$ cat src/rtl/serial_add_ctrl.sv
// serial_add_ctrl: bit-serial add/subtract over WIDTH-bit operands, LSB first, one bit per clock.
// Latency: result and done appear WIDTH cycles after the acceptance edge; one op per WIDTH+2 cycles.
// Backpressure: none queued; start is only accepted in IDLE, ignored while RUN or DONE.
//
// Ports:
//   clk, rst_n     clock, asynchronous active-low reset
//   start, sub     request strobe and operation select (0 = a+b, 1 = a-b), sampled on acceptance
//   a, b           WIDTH-bit operands, sampled on acceptance only
//   busy, done     busy while bits are processed; done is a one-cycle result-valid pulse
//   sum, co, ovf   registered result, carry-out (1 = no borrow on subtract), signed overflow
module serial_add_ctrl #(
  parameter int WIDTH = 8
) (
  input  logic             clk,
  input  logic             rst_n,
  input  logic             start,
  input  logic             sub,
  input  logic [WIDTH-1:0] a,
  input  logic [WIDTH-1:0] b,
  output logic             busy,
  output logic             done,
  output logic [WIDTH-1:0] sum,
  output logic             co,
  output logic             ovf
);

  localparam int CW = (WIDTH > 2) ? $clog2(WIDTH) : 1;
  localparam logic [CW-1:0] LAST_BIT = CW'(WIDTH - 1);

  typedef enum logic [1:0] {
    IDLE = 2'd0,
    RUN  = 2'd1,
    DONE = 2'd2
  } state_t;

  state_t           state_q, state_d;
  logic [WIDTH-1:0] opa_q, opa_d;
  logic [WIDTH-1:0] opb_q, opb_d;
  logic [WIDTH-1:0] acc_q, acc_d;
  logic [CW-1:0]    cnt_q, cnt_d;
  logic             carry_q, carry_d;
  logic [WIDTH-1:0] sum_q, sum_d;
  logic             co_q, co_d;
  logic             ovf_q, ovf_d;

  // One-bit full adder cell on the current LSBs and the carry flop.
  logic fa_s;
  logic fa_c;
  assign fa_s = opa_q[0] ^ opb_q[0] ^ carry_q;
  assign fa_c = (opa_q[0] & opb_q[0]) | (opa_q[0] & carry_q) | (opb_q[0] & carry_q);

  always_comb begin
    state_d = state_q;
    opa_d   = opa_q;
    opb_d   = opb_q;
    acc_d   = acc_q;
    cnt_d   = cnt_q;
    carry_d = carry_q;
    sum_d   = sum_q;
    co_d    = co_q;
    ovf_d   = ovf_q;

    unique case (state_q)
      IDLE: begin
        if (start) begin
          // Subtract is a + ~b + 1: invert B and seed the carry with 1.
          opa_d   = a;
          opb_d   = sub ? ~b : b;
          carry_d = sub;
          cnt_d   = '0;
          acc_d   = '0;
          state_d = RUN;
        end
      end
      RUN: begin
        opa_d   = opa_q >> 1;
        opb_d   = opb_q >> 1;
        acc_d   = {fa_s, acc_q[WIDTH-1:1]};
        carry_d = fa_c;
        cnt_d   = cnt_q + CW'(1);
        if (cnt_q == LAST_BIT) begin
          // On the MSB step carry_q is the carry into the MSB, so the
          // overflow flag can be formed directly without a separate flop.
          sum_d   = {fa_s, acc_q[WIDTH-1:1]};
          co_d    = fa_c;
          ovf_d   = carry_q ^ fa_c;
          state_d = DONE;
        end
      end
      DONE: begin
        state_d = IDLE;
      end
      default: begin
        state_d = IDLE;
      end
    endcase
  end

  always_ff @(posedge clk or negedge rst_n) begin
    if (!rst_n) begin
      state_q <= IDLE;
      opa_q   <= '0;
      opb_q   <= '0;
      acc_q   <= '0;
      cnt_q   <= '0;
      carry_q <= 1'b0;
      sum_q   <= '0;
      co_q    <= 1'b0;
      ovf_q   <= 1'b0;
    end else begin
      state_q <= state_d;
      opa_q   <= opa_d;
      opb_q   <= opb_d;
      acc_q   <= acc_d;
      cnt_q   <= cnt_d;
      carry_q <= carry_d;
      sum_q   <= sum_d;
      co_q    <= co_d;
      ovf_q   <= ovf_d;
    end
  end

  assign busy = (state_q == RUN);
  assign done = (state_q == DONE);
  assign sum  = sum_q;
  assign co   = co_q;
  assign ovf  = ovf_q;

endmodule

$ cat config.mk
export PLATFORM = sky130hd
export DESIGN_NAME = serial_add_ctrl
export DESIGN_NICKNAME = d
export VERILOG_FILES = /design/src/rtl/serial_add_ctrl.sv
export SDC_FILE = /design/constraint.sdc
export NUM_CORES = 1
export LEC_CHECK = 0
export BUFFER_PORTS_ARGS = -buffer_cell sky130_fd_sc_hd__clkbuf_2
export CAP_MARGIN = 20
export CORE_ASPECT_RATIO = 0.5
export CORE_MARGIN = 8
export CORE_UTILIZATION = 49
export DETAILED_ROUTE_END_ITERATION = 6
export PLACE_DENSITY = 0.82
export REMOVE_ABC_BUFFERS = 1
export SYNTH_ARGS = -nofsm -noshare
export SYNTH_HDL_FRONTEND = slang
export SYNTH_SLANG_ARGS = --single-unit
$ cat constraint.sdc
create_clock -name clk -period 1.45 [get_ports clk]
set_clock_uncertainty 0.05 [all_clocks]
set_input_delay 0.29 -clock clk [delete_from_list [all_inputs] [get_ports clk]]
set_output_delay 0.29 -clock clk [all_outputs]
set_load 0.02 [all_outputs]
# ---- Word-level counts from Yosys, hierarchy flattened
# Cells that the tools add are included.
dict set report classes {
  addsub 1
  n_eq_ne 5
  muxes 14
  bitwise_logic 9
  reduce_logical 5
}
# operator count
set op_table {}
lappend op_table {{$pmux W8 S2} 3}
lappend op_table {{$mux W8} 4}
lappend op_table {{$not A8 Y8} 1}
lappend op_table {{$pmux W3 S2} 1}
lappend op_table {{$reduce_and A2 Y1} 3}
lappend op_table {{$mux W2} 2}
lappend op_table {{$pmux W2 S2} 1}
lappend op_table {{$add A3 B1 Y3 const B} 1}
lappend op_table {{$and A1 B1 Y1} 3}
lappend op_table {{$eq A3 B3 Y1 const B} 1}
lappend op_table {{$mux W3} 1}
lappend op_table {{$xor A1 B1 Y1} 3}
lappend op_table {{$eq A2 B1 Y1 const B} 1}
lappend op_table {{$eq A2 B2 Y1 const B} 1}
lappend op_table {{$logic_not A2 Y1} 1}
lappend op_table {{$ne A2 B1 Y1 const B} 1}
lappend op_table {{$ne A2 B2 Y1 const B} 1}
lappend op_table {{$or A1 B1 Y1} 2}
lappend op_table {{$pmux W1 S2} 1}
lappend op_table {{$reduce_bool A2 Y1} 1}
lappend op_table {{$mux W1} 1}
dict set report word_totals {
  regBits 40
  input_bits 20
  out_inout_bits 12
  wordCells 43
}

# ---- Longest topological paths before layout
dict set report depth {
  word_depth 4
  ltp_mapped 6
  ltp_nobuf 5
}

# ---- Worst setup path before layout
# OpenSTA, ideal clock, no wires.
dict set report synth_path {
  kind {flip-flop to flip-flop}
  startpoint {register cnt_q[0]}
  endpoint {register co_q, in the netlist co}
  setup_ns 0.125
  t_arrival_ns 1.384
  required_time_ns 1.275
  slack_ns -0.108
  path_stages_with_launch 6
  n_path_buf 1
  period_less_slack_ns 1.558
  path_cell_list {dfrtp_1 ha_1 ha_1 nand3b_2 buf_2 mux2_2}
}
dict set report synth_via {
  elab_chain_cells 2
}
# item line_no
set synth_rtl {}
lappend synth_rtl {{from (decl)} 40} ;# logic [CW-1:0] cnt_q, cnt_d;
lappend synth_rtl {{from (signal assigned)} 115} ;# cnt_q <= cnt_d;
lappend synth_rtl {{$eq A3 B3 Y1} 81} ;# if (cnt_q == LAST_BIT) begin
lappend synth_rtl {{$reduce_and A2 Y1 (no line)} n/a}
lappend synth_rtl {{to (signal assigned)} 118} ;# co_q <= co_d;
lappend synth_rtl {{to (decl)} 43} ;# logic co_q, co_d;
# Every way passes these cells.
# A chain may end at the register's enable or synchronous reset.

# ---- Worst setup path in the final report
dict set report layout_path {
  startpoint {register state_q[1]}
  endpoint {output port done}
}
dict set report layout_via {
  elab_chain_cells 1
}
# item line_no
set layout_rtl {}
lappend layout_rtl {{from (decl)} 36} ;# state_t state_q, state_d;
lappend layout_rtl {{from (signal assigned)} 111} ;# state_q <= state_d;
lappend layout_rtl {{$eq A2 B2 Y1} 124} ;# assign done = (state_q == DONE);
lappend layout_rtl {{to (decl)} 21} ;# output logic done,
# Every way passes these cells.

==> out/summary.md <==
The flow ran to the end, but the final reports show violations. The checks that failed: negative hold slack, negative setup slack. The library cell used most frequently in the layout, excluding fill and tap cells, is dfrtp_1. The number of nets in the layout was 206.

Compared with the post-synthesis result, the final layout area differs by 28.8%. The portion of total power attributed to the clock network is 0.194, and the maximum frequency from static timing analysis is 645 MHz. The logs give 0.164 for the met1 global-route usage and 0.398 for the part of the total power dissipated in sequential elements. The xor/xnor cell area share of the yosys netlist came out at 0.0458. The tools report the data arrival time of the worst path as 1.21 ns.

In this run the mean area of a mapped cell was 12.8 um2. Combined global-route utilization of all metal layers: 0.135. The latest clock arrival within the worst-skew pair was 0.29 ns; the horizontal die dimension was 99.9 um. The first global-routing pass estimated 6.10 mm of wire. The synthesized design contains 39 register bits. The tools report the worst flop-to-flop path endpoint as acc_q[2]$_DFFE_PN0P_. The tools report the residual DRC count as 0. The run gives 1,280 as the number of global-route vias before repair.

For the share of power burned in combinational logic, the log shows 0.408. The clock tree root buffer cell is clkbuf_8. TritonCTS built the clock tree. After synthesis, the largest family of logic cells by area is compound AO/OA/AOI/OAI gates. The logs give 0 for the final-report max-slew violation count and 40 for the maximum number of pins on one net before global-route repair.

The tool flagged a number of max-cap violations equal to 0. The run gives 47 as the number of DRC markers after the initial detailed-route iteration. The placed instances occupy a cell area of 1980 um2. The post-synthesis adder-cell area fraction came out at 0.0261.

Setup violations remaining at the end of the flow were counted as 18. Counting the buffers created by CTS gives 5. 0 antenna diodes ended up in the layout. In this run the standard cell core region covers 3400 um2.

The simple-gate area share of the yosys netlist is 0.0799. The floorplan step defined a die boundary enclosing 5780 um2. For the total design power, the log shows 4490 uW.

Final critical-path share of the clock period: 1.07. The final hold violation count is 20. Leaving out fill and tap cells, the most frequent cells in the layout are 38 x dfrtp_1, 29 x clkbuf_2, 14 x buf_4.

The number of antenna violations at the first check in global routing is 0. The number of cells on the worst reg-to-reg path is 5. The worst setup path is captured at an output pin. For the pin with the worst max-slew slack, the measured transition is 0.486 ns. After clock tree synthesis, the flow added hold-fix buffers numbering 0. At the end of routability-driven placement, the weighted congestion stood at 0.762. Internal power comes to 2980 uW. The number of rows in the core area is 15, and the average routed wire per standard cell is 16.2 um. The final worst setup slack was -0.101 ns.

Tracing the worst setup path back leads to its startpoint at state_q[1]$_DFFE_PN0P_. The compound-cell area share of the yosys netlist works out to 0.173. The required time at the worst-slack endpoint was 1.11 ns; the number of synthesis warnings was 0. Reported net switching power: 1510 uW.

Total via count in the routed design: 1,235. met2 is the most crowded layer. Using the TritonRoute via totals, the vias-per-cell ratio works out to 5.28.

The run gives -0.0131 ns as the worst slack on hold paths. The met3 usage is 0.0513, and the clock-pin slew of the registers on the worst-case setup and hold paths is 0.07 ns. The analysis attributes to cell leakage a power of 0.00109 uW. The logs give 0.210 for the global-route met2 utilization and 2 for the level count of the clock H-tree.

IR analysis of the VDD net gives a maximum drop of 1.03 mV. The cell area that synthesis handed to floorplanning was 1720 um2. For the TritonCTS sink count, the log shows 39. The worst setup path is launched from a flop.

The total detailed-routing wirelength was 3.79 mm. The kind of path behind the tightest hold check was in2async. The tools report the total congestion overflow after global routing as 0. The detailed placement HPWL is 2.53 mm, and the fraction of final layout cells with drive strength greater than 1 is 0.410.

Buffers placed on the I/O ports in this run total 31. The startpoint identified for the worst register-to-register timing path is state_q[1]$_DFFE_PN0P_. No sink is reached through more buffers than the 2 on the longest clock path. The run gives 0.676 as the headroom to the max-slew limit. Initial standard-cell utilization of the core: 0.507. The logs give 2220 um2 for the final non-filler cell area and 135 for the number of cells produced by synthesis.

The final setup TNS was -0.702 ns. The netlist uses 24 different library cells. The largest driver fanout on the critical path works out to 3.

The run gives 0.566 as the fraction of the yosys area taken by sequential cells. The total I/O pin count was 32; the clock period minus final worst setup slack was 1.55 ns. The run gives 4 as the number of detailed-route iterations in the first pass.

The final antenna-violating net count was 0; the areal power density over the cells was 2020 nW/um2. Setup repair after global routing could not meet its margin everywhere. The floorplan step set the die height to 57.9 um. The category of the most critical setup path was reg2out.

The tools report the setup slack of the most critical reg-to-reg path as -0.06 ns. The switching part of the total was 0.336; the multiplexer area fraction after synthesis was 0.0654.
-- routing by layer --
metal / part of all wire / up-vias
met5: 0 / -
met4: 0.018 / 0
met3: 0.049 / 7
met2: 0.48 / 19
met1: 0.45 / 626
li1: - / 583
-- power groups by stage --
stage	combinational [uW]	sequential (uW)	clock (uW)
global route	1990	1840	923
floorplan	836	1900	0
global placement	1510	1760	0
finish	1830	1790	871
CTS	1720	1770	870
detailed placement	1600	1780	0
-- logic make-up after synthesis --
family | count (synthesis)
adders and majority gates | 3
xor gates and xnor gates | 9
muxes | 10
DFF | 39
buffers and inverters | 13
and+or+nand+nor | 23
AOI/OAI and AO/OA | 38
-- critical path, stage by stage, from the launching register on --
cell and delay (ns):
dfrtp_2 0.44, buf_6 0.13, buf_6 0.11, nor2b_4 0.11
buf_6 0.12
-- sequential cells by signal, indices dropped and copies added (netlist names) --
signal and cells:
acc_q 7, carry_q 1, cnt_q 3, co 1, opa_q 8, opb_q 8
ovf 1, state_q 2, sum 8
-- worst max-delay path by stage --
stage,slack [ns],cells past startpoint,end
2_1_floorplan,-0.34,3,opb_q[6]$_DFFE_PN0P_
3_3_place_gp,-0.1,4,sum[0]$_DFFE_PN0P_
3_5_place_dp,-0.15,4,sum[0]$_DFFE_PN0P_
4_1_cts,-0.12,4,done
5_1_grt,-0.13,4,done
6_report,-0.10,4,done
-- Yosys cell counts (all sizes together) --
| master | number | area (um2) |
|---|---|---|
| xnor2 | 1 | 8.76 |
| a21oi | 2 | 10.0 |
| nand3b | 1 | 11.3 |
| o21bai | 1 | 18.8 |
| mux2 | 10 | 113 |
| clkbuf | 1 | 3.75 |
| xor2 | 8 | 70.1 |
| nor3b | 7 | 57.6 |
| dfrtp | 39 | 976 |
| o21ai | 10 | 50.1 |
| a222oi | 1 | 10.0 |
| buf | 9 | 60.1 |
| nor2b | 5 | 31.3 |
| a22oi | 8 | 60.1 |
| a221o | 6 | 60.1 |
| a32o | 1 | 10.0 |
| a22o | 9 | 78.8 |
| nand2 | 10 | 37.5 |
| inv | 3 | 11.3 |
| ha | 2 | 25.0 |
| fa | 1 | 20.0 |
-- cell type report --
type,count,area (um2)
Fill cell,235,1180
Sequential cell,39,977
Multi-Input combinational cell,83,714
Timing Repair Buffer,51,349
Clock buffer,6,72.6
Tap cell,51,63.8
Clock inverter,1,30.0
Inverter,3,11.3
-- through the flow --
stage | utilization | worst slack [ns] | std cells
final | 0.653 | -0.101 | 234
after detailed placement | 0.583 | -0.154 | 219
after global placement | 0.583 | -0.0980 | 219
after global routing | 0.653 | -0.132 | 234
after floorplan | - | -0.338 | 125
after CTS | 0.633 | -0.120 | 230
-- repair_timing --
item	in CTS	in global routing
pin swaps	6	0
buffers inserted	4	4
gates resized for setup	11	14
endpoints found under the setup margin	15	35
Power figures use the tool's default switching activity.
